[src/rtl/mdu_iter_pkg.sv]
// Shared constants for the iterative multiply/divide unit: M-extension
// funct3 encodings, controller state type and operand-signedness helpers.
package mdu_iter_pkg;

  localparam logic [2:0] MDU_MUL    = 3'b000;
  localparam logic [2:0] MDU_MULH   = 3'b001;
  localparam logic [2:0] MDU_MULHSU = 3'b010;
  localparam logic [2:0] MDU_MULHU  = 3'b011;
  localparam logic [2:0] MDU_DIV    = 3'b100;
  localparam logic [2:0] MDU_DIVU   = 3'b101;
  localparam logic [2:0] MDU_REM    = 3'b110;
  localparam logic [2:0] MDU_REMU   = 3'b111;

  typedef enum logic [1:0] {
    ST_IDLE,
    ST_CALC,
    ST_DONE
  } mdu_state_e;

  // op_a is interpreted as two's complement for these ops
  function automatic logic mdu_a_signed(input logic [2:0] f);
    return (f == MDU_MULH) || (f == MDU_MULHSU) || (f == MDU_DIV) || (f == MDU_REM);
  endfunction

  // op_b is interpreted as two's complement for these ops
  function automatic logic mdu_b_signed(input logic [2:0] f);
    return (f == MDU_MULH) || (f == MDU_DIV) || (f == MDU_REM);
  endfunction

endpackage

[src/rtl/mdu_iter_step.sv]
// One iteration of the unsigned magnitude datapath.
//   i_div : 1 = restoring shift-subtract step, 0 = shift-add step
//   i_acc : high half (partial product / partial remainder)
//   i_lo  : low half (multiplier bits / dividend-quotient bits)
//   i_md  : multiplicand or divisor magnitude
//   o_acc, o_lo : updated halves after one step
module mdu_step #(
  parameter int unsigned XLEN = 32
) (
  input  logic            i_div,
  input  logic [XLEN-1:0] i_acc,
  input  logic [XLEN-1:0] i_lo,
  input  logic [XLEN-1:0] i_md,
  output logic [XLEN-1:0] o_acc,
  output logic [XLEN-1:0] o_lo
);

  logic [XLEN:0] w_sum;
  logic [XLEN:0] w_rem_sh;
  logic [XLEN:0] w_diff;

  always_comb begin
    // multiply: conditionally add, then shift {carry,acc,lo} right one place
    w_sum    = {1'b0, i_acc} + (i_lo[0] ? {1'b0, i_md} : '0);
    // divide: shift next dividend bit into the remainder, trial subtract;
    // bit XLEN of the difference is the borrow
    w_rem_sh = {i_acc, i_lo[XLEN-1]};
    w_diff   = w_rem_sh - {1'b0, i_md};
    if (i_div) begin
      if (!w_diff[XLEN]) begin
        o_acc = w_diff[XLEN-1:0];
        o_lo  = {i_lo[XLEN-2:0], 1'b1};
      end else begin
        o_acc = w_rem_sh[XLEN-1:0];
        o_lo  = {i_lo[XLEN-2:0], 1'b0};
      end
    end else begin
      o_acc = w_sum[XLEN:1];
      o_lo  = {w_sum[0], i_lo[XLEN-1:1]};
    end
  end

endmodule

[src/rtl/mdu_iter.sv]
// Iterative RISC-V M-extension multiply/divide unit. Operands are reduced to
// magnitudes plus a result-sign flag at accept, iterated XLEN times through
// mdu_step, and the sign is fixed up on the CALC->DONE edge.
//   clk, rst_n          : clock, async active-low reset
//   flush               : abort any operation, return to IDLE
//   in_valid/in_ready   : request handshake (funct3, op_a, op_b)
//   out_valid/out_ready : result handshake (result)
//   busy                : controller not in IDLE
module mdu_iter
  import mdu_iter_pkg::*;
#(
  parameter int unsigned XLEN = 32
) (
  input  logic            clk,
  input  logic            rst_n,
  input  logic            flush,
  input  logic            in_valid,
  output logic            in_ready,
  input  logic [2:0]      funct3,
  input  logic [XLEN-1:0] op_a,
  input  logic [XLEN-1:0] op_b,
  output logic            out_valid,
  input  logic            out_ready,
  output logic [XLEN-1:0] result,
  output logic            busy
);

  localparam int unsigned CW = $clog2(XLEN + 1);
  localparam logic [XLEN-1:0] MOST_NEG = {1'b1, {(XLEN-1){1'b0}}};

  mdu_state_e        r_state, w_next;
  logic [CW-1:0]     r_cnt;
  logic [2:0]        r_op;
  logic              r_neg;
  logic [XLEN-1:0]   r_acc, r_lo, r_md, r_result;

  logic              w_accept, w_a_neg, w_b_neg, w_neg, w_div_zero, w_ovf, w_skip;
  logic [XLEN-1:0]   w_a_mag, w_b_mag, w_special, w_step_acc, w_step_lo;
  logic [XLEN-1:0]   w_quo, w_rem, w_final;
  logic [2*XLEN-1:0] w_prod;

  assign w_accept   = in_valid && (r_state == ST_IDLE) && !flush;
  assign w_a_neg    = mdu_a_signed(funct3) && op_a[XLEN-1];
  assign w_b_neg    = mdu_b_signed(funct3) && op_b[XLEN-1];
  assign w_a_mag    = w_a_neg ? -op_a : op_a;
  assign w_b_mag    = w_b_neg ? -op_b : op_b;
  // remainder takes the dividend's sign; everything else the XOR of both
  assign w_neg      = (funct3 == MDU_REM) ? w_a_neg : (w_a_neg ^ w_b_neg);
  assign w_div_zero = funct3[2] && (op_b == '0);
  assign w_ovf      = ((funct3 == MDU_DIV) || (funct3 == MDU_REM)) &&
                      (op_a == MOST_NEG) && (op_b == '1);
  assign w_skip     = w_div_zero || w_ovf;
  // funct3[1] selects the remainder form among the divide ops
  assign w_special  = w_div_zero ? (funct3[1] ? op_a : '1)
                                 : (funct3[1] ? '0 : op_a);

  mdu_step #(.XLEN(XLEN)) u_step (
    .i_div (r_op[2]),
    .i_acc (r_acc),
    .i_lo  (r_lo),
    .i_md  (r_md),
    .o_acc (w_step_acc),
    .o_lo  (w_step_lo)
  );

  // sign fixup: MULH* need the full 2*XLEN negation, not just the high half
  always_comb begin
    w_prod = r_neg ? -{r_acc, r_lo} : {r_acc, r_lo};
    w_quo  = r_neg ? -r_lo : r_lo;
    w_rem  = r_neg ? -r_acc : r_acc;
    case (r_op)
      MDU_MUL:                        w_final = w_prod[XLEN-1:0];
      MDU_MULH, MDU_MULHSU, MDU_MULHU: w_final = w_prod[2*XLEN-1:XLEN];
      MDU_DIV, MDU_DIVU:              w_final = w_quo;
      default:                        w_final = w_rem;
    endcase
  end

  always_ff @(posedge clk or negedge rst_n) begin
    if (!rst_n) r_state <= ST_IDLE;
    else        r_state <= w_next;
  end

  always_comb begin
    w_next = r_state;
    case (r_state)
      ST_IDLE: if (w_accept) w_next = w_skip ? ST_DONE : ST_CALC;
      ST_CALC: if (r_cnt == '0) w_next = ST_DONE;
      ST_DONE: if (out_ready) w_next = ST_IDLE;
      default: w_next = ST_IDLE;
    endcase
    if (flush) w_next = ST_IDLE;
  end

  always_ff @(posedge clk or negedge rst_n) begin
    if (!rst_n) begin
      r_cnt    <= '0;
      r_op     <= MDU_MUL;
      r_neg    <= 1'b0;
      r_acc    <= '0;
      r_lo     <= '0;
      r_md     <= '0;
      r_result <= '0;
    end else if (flush) begin
      r_cnt <= '0;
    end else begin
      case (r_state)
        ST_IDLE: if (w_accept) begin
          r_op  <= funct3;
          r_neg <= w_neg;
          r_acc <= '0;
          if (w_skip) begin
            r_result <= w_special;
            r_cnt    <= '0;
          end else begin
            r_cnt <= CW'(XLEN);
            // mul: lo = multiplier, md = multiplicand; div: lo = dividend, md = divisor
            r_lo  <= funct3[2] ? w_a_mag : w_b_mag;
            r_md  <= funct3[2] ? w_b_mag : w_a_mag;
          end
        end
        ST_CALC: begin
          if (r_cnt == '0) begin
            r_result <= w_final;
          end else begin
            r_acc <= w_step_acc;
            r_lo  <= w_step_lo;
            r_cnt <= r_cnt - 1'b1;
          end
        end
        default: ;
      endcase
    end
  end

  assign in_ready  = (r_state == ST_IDLE);
  assign out_valid = (r_state == ST_DONE);
  assign busy      = (r_state != ST_IDLE);
  assign result    = r_result;

endmodule

[config.mk]
export PLATFORM = sky130hd
export DESIGN_NAME = mdu_iter
export DESIGN_NICKNAME = d
export VERILOG_FILES = /design/src/rtl/mdu_iter_pkg.sv /design/src/rtl/mdu_iter_step.sv /design/src/rtl/mdu_iter.sv
export SDC_FILE = /design/constraint.sdc
export NUM_CORES = 1
export LEC_CHECK = 0
export CELL_PAD_IN_SITES_DETAIL_PLACEMENT = 1
export CELL_PAD_IN_SITES_GLOBAL_PLACEMENT = 1
export CORE_MARGIN = 8
export CORE_UTILIZATION = 35
export CTS_CLUSTER_SIZE = 40
export DETAILED_ROUTE_END_ITERATION = 16
export PLACE_DENSITY_LB_ADDON = 0.1
export SLEW_MARGIN = 20
export SYNTH_ARGS = -nofsm -noshare
export SYNTH_HDL_FRONTEND = slang
export SYNTH_SLANG_ARGS = --single-unit
[constraint.sdc]
create_clock -name clk -period 3.91 [get_ports clk]
set_input_delay 1.173 -clock clk [delete_from_list [all_inputs] [get_ports clk]]
set_output_delay 1.173 -clock clk [all_outputs]
set_load 0.02 [all_outputs]
==> results_tabular.tex <==
\begin{tabular}{lr}
\hline
Metric & Value \\
\hline
\multicolumn{2}{l}{\textbf{Outcome}} \\
Result of the run & finished clean \\
\multicolumn{2}{l}{\textbf{Pwr}} \\
Cell Pwr Density & around 720 mW/mm² \\
Maximum vdd ir drop & 0.000392 V \\
Power share of the sequential group & 0.194 \\
Net switching power figure & slightly above 7000 µW \\
Design internal power & 6650 µW \\
Sw Share & 0.514 \\
LEAKAGE & slightly above 0.008 µW \\
Power share of the clock group & 0.124 \\
Sum of internal, switching and leakage power & 13700 µW \\
Relative contribution of combinational cells to total power & 0.682 \\
\multicolumn{2}{l}{\textbf{Logic synthesis}} \\
Number of register bits inferred by synthesis & between 100 and 150 \\
Mean area per synthesized cell & 7.55 µm² \\
Cell variety after synth & slightly above 80 \\
Synth Cell Area & approximately 0.015 mm² \\
Most frequent cell after synthesis & sky130\_fd\_sc\_hd\_\_nor2\_1 \\
Number of synthesized flops with an enable pin & 0 \\
Register area share after synthesis & 0.232 \\
Yosys top cell area share & 0.232 \\
Post-synth top flop & sky130\_fd\_sc\_hd\_\_dfrtp\_1 \\
Async S/R FF share, synth & 1.00 \\
YS warnings & 0 \\
Cells after synthesis & 1999 \\
Area leader, netlist & sky130\_fd\_sc\_hd\_\_dfrtp\_1 \\
Largest cells by area after synthesis & sky130\_fd\_sc\_hd\_\_dfrtp\_1, sky130\_fd\_sc\_hd\_\_a21oi\_1, sky130\_fd\_sc\_hd\_\_o21ai\_0 \\
Synth Net Count & roughly 2.1k \\
Leading post-synthesis cells by instance count & sky130\_fd\_sc\_hd\_\_nor2\_1, sky130\_fd\_sc\_hd\_\_a21oi\_1, sky130\_fd\_sc\_hd\_\_o21ai\_0 \\
\multicolumn{2}{l}{\textbf{Detailed routing}} \\
Drt via density & between 5 and 6 \\
DR WL met2 & 30200 µm \\
Number of DRC markers in iteration 0 & around 1.1k \\
Post-detailed-routing wire length & around 65000 µm \\
Number of search-and-repair iterations in the first detailed-routing pass & 5 \\
Wire length per cell after detailed routing & between 20 and 25 µm \\
Uppermost layer routed & met4 \\
Length of routed wiring on met1 & about 30000 µm \\
Met3 routed wirelength & roughly 2600 µm \\
Vias after detailed routing & around 16k \\
DRC Markers & 0 \\
Count of antenna-violating nets left after detailed routing & 0 \\
\multicolumn{2}{l}{\textbf{Global route}} \\
Number of antenna violations at the first check in global routing & 0 \\
Wire length of the first global-routing pass & roughly 100000 µm \\
Global Route Usage Sum & 0.256 \\
Pin count of the biggest net entering global routing & between 70 and 80 \\
Number of global-route vias before repair & roughly 17k \\
Grt total ovfl & 0 \\
\multicolumn{2}{l}{\textbf{STA}} \\
Worst Hold Margin & about 480 ps \\
Final setup skew & around 12 ps \\
Number of pins with negative max-slew slack in the final report & 0 \\
Unrepaired setup endpoints after global routing & false \\
Final Hold Vio Count & 0 \\
Slew HR & 0.345 \\
Count of final setup violators & 0 \\
Peak Freq & roughly 260 MHz \\
Slew of the pin with the lowest slew margin & 979 ps \\
Clock period minus worst slack & between 3000 and 4000 ps \\
Crit share post-route & 0.978 \\
\multicolumn{2}{l}{\textbf{Cells and area}} \\
Layout Cells excl Fill & 2785 \\
Layout filler cell count & $\sim$5.2k \\
Area of combinational cells with multiple inputs & 0.0108 mm² \\
Final Net Count & 2370 \\
Area growth syn-to-layout & 25.4\% \\
Share of the core filled with cells & 0.442 \\
Proportion of layout cells with a drive suffix above 1 & 0.155 \\
Seq. cell area & 0.00351 mm² \\
\multicolumn{2}{l}{\textbf{Floorplan}} \\
Count of boundary I/O pins & approximately 110 \\
Horizontal extent of the die & between 200 and 250 µm \\
Die area & roughly 0.05 mm² \\
Number of core rows & 76 \\
Initial standard-cell utilization of the core & 0.353 \\
Core Box Area & between 0.04 and 0.05 mm² \\
Vertical die dimension & 224 µm \\
\multicolumn{2}{l}{\textbf{Clocking}} \\
CTS Buf Count & 17 \\
Insertion delay to the later sink of the worst-skew pair & $\sim$460 ps \\
Number of levels the H-tree was split into & 4 \\
Clock sinks & 140 \\
Longest Clk Path Bufs & 2 \\
Clock-pin slew of the registers on the worst-case setup and hold paths & $\sim$70 ps \\
Root buffer cell & sky130\_fd\_sc\_hd\_\_clkbuf\_16 \\
TritonCTS clock tree & done \\
\multicolumn{2}{l}{\textbf{Critical path}} \\
Critical path capture point type & flip-flop \\
Reg-to-Reg Start & r\_acc[19] \\
Data arrival time of the critical path & 4160 ps \\
Critical Path Start Type & flip-flop \\
R2R depth & 11 \\
Reg-to-Reg End & result[23] \\
Biggest fanout along the worst timing path & 4 \\
Internal reg-to-reg setup slack & about 85 ps \\
Required time of the worst setup path & around 4200 ps \\
Type of the setup path with the least slack & reg -> reg \\
\multicolumn{2}{l}{\textbf{Min path}} \\
Hold path startpoint & r\_md[15] \\
Worst Hold Class & reg -> reg \\
Hold Crit Depth & 2 \\
Terminating pin of the worst hold path & r\_md[15] \\
\multicolumn{2}{l}{\textbf{Place}} \\
IO Port Bufs & between 100 and 150 \\
Routability-driven placement congestion ratio & approximately 0.9 \\
Cell count after placement & roughly 2.8k \\
DP Wirelength & between 50000 and 60000 µm \\
\multicolumn{2}{l}{\textbf{Flow run}} \\
Max capacitance violation total & 0 \\
\hline
\end{tabular}
==> worst max-delay path by stage <==
stage                     cells past startpoint  startpoint    endpoint  slack, ps
after global placement                       13     op_a[0]  result[21]       -370
final                                        11   r_acc[19]  result[23]         90
after floorplan                              12    op_b[12]   result[0]         90
after detailed placement                     11    op_a[16]   result[1]       -440
after CTS                                    16    r_lo[31]   r_acc[26]         10
after global routing                         12    op_b[12]   result[1]          7
==> cell type report <==
type,instances,area share
Inverter,74,0.0147
Antenna cell,1,0.000132
Multi-Input combinational cell,1635,0.571
Clock buffer,17,0.0225
Timing Repair Buffer,357,0.162
Sequential cell,140,0.185
Clock inverter,15,0.00893
Tap cell,546,0.0361
==> state kept, by name, summed over array words and instances, names as in the netlist <==
register	cells
r_op	3
r_state	2
result	32
r_neg	1
r_lo	32
r_md	32
r_cnt	6
r_acc	32
==> per-stage QoR <==
step                      TNS, ps  setup WS [ps]  cell area [µm²]
after floorplan                 0           87.8            15100
after global placement     -22720           -367            18300
after detailed placement   -26430           -439            18300
after CTS                       0           10.3            18900
after global routing            0           6.62            18900
final                           0           85.2            18900
==> power by group through the flow <==
stage | logic, µW | registers [µW] | clock network (µW)
global route | 10100 | 2740 | 1780
detailed placement | 9170 | 2670 | 0
global placement | 8960 | 2640 | 0
CTS | 9230 | 2650 | 1730
floorplan | 5740 | 2610 | 0
finish | 9330 | 2660 | 1700
==> repair_timing <==
| item | 4_1_cts | 5_1_grt |
|---|---|---|
| hold buffers | 0 | 0 |
| resized for setup | 0 | 12 |
| buffers inserted | 0 | 2 |
| setup endpoints to repair | 0 | 62 |
==> cells by family (layout without fill, tap and decap cells) <==
family | after synthesis | after routing | share of synthesized area
AOI/OAI and AO/OA | 663 | 663 | 0.271
xor gates and xnor gates | 159 | 159 | 0.0923
buffers and inverters | 224 | 463 | 0.0583
muxes | 109 | 109 | 0.0740
and+or+nand+nor | 600 | 600 | 0.190
adders and majority gates | 104 | 104 | 0.0821
other | 0 | 1 | 0
DFF | 140 | 140 | 0.232
==> layer usage <==
metal  track usage  vias to the layer above
li1              -                     7707
met1         0.344                     8107
met2         0.424                      418
met3        0.0237                       78
met4        0.0932                        0
met5             0                        -
==> critical path, stage by stage (launching register included) <==
cell and delay (ps):
sky130_fd_sc_hd__dfrtp_1 390, sky130_fd_sc_hd__or4_1 690, sky130_fd_sc_hd__or3_1 450, sky130_fd_sc_hd__or3b_1 430, sky130_fd_sc_hd__or4_1 410, sky130_fd_sc_hd__a21oi_1 290
sky130_fd_sc_hd__a21oi_1 130, sky130_fd_sc_hd__a311oi_1 270, sky130_fd_sc_hd__buf_4 170, sky130_fd_sc_hd__nor3_1 50, sky130_fd_sc_hd__a21oi_1 320, sky130_fd_sc_hd__o21ai_1 100
==> cells in the final DEF, fill, tap and decap left out, types with 17 or more instances in the layout <==
master / n
sky130_fd_sc_hd__nand4_1: 26
sky130_fd_sc_hd__nor4_1: 17
sky130_fd_sc_hd__nor3_1: 37
sky130_fd_sc_hd__a22oi_1: 24
sky130_fd_sc_hd__nand3_1: 37
sky130_fd_sc_hd__o21ai_1: 21
sky130_fd_sc_hd__clkdlybuf4s50_1: 104
sky130_fd_sc_hd__o31ai_1: 29
sky130_fd_sc_hd__xor2_1: 66
sky130_fd_sc_hd__a21oi_1: 195
sky130_fd_sc_hd__maj3_1: 31
sky130_fd_sc_hd__a21o_1: 36
sky130_fd_sc_hd__a211oi_1: 20
sky130_fd_sc_hd__clkbuf_16: 17
sky130_fd_sc_hd__dfrtp_1: 138
sky130_fd_sc_hd__nor2_1: 204
sky130_fd_sc_hd__xnor2_1: 93
sky130_fd_sc_hd__nand2_1: 161
sky130_fd_sc_hd__a31oi_1: 22
sky130_fd_sc_hd__nand2b_1: 19
sky130_fd_sc_hd__inv_1: 73
sky130_fd_sc_hd__mux2_2: 20
sky130_fd_sc_hd__ha_1: 71
sky130_fd_sc_hd__buf_4: 243
sky130_fd_sc_hd__o21ai_0: 180
sky130_fd_sc_hd__mux2i_1: 89
Note: power is estimated with default switching activity, not from simulation.
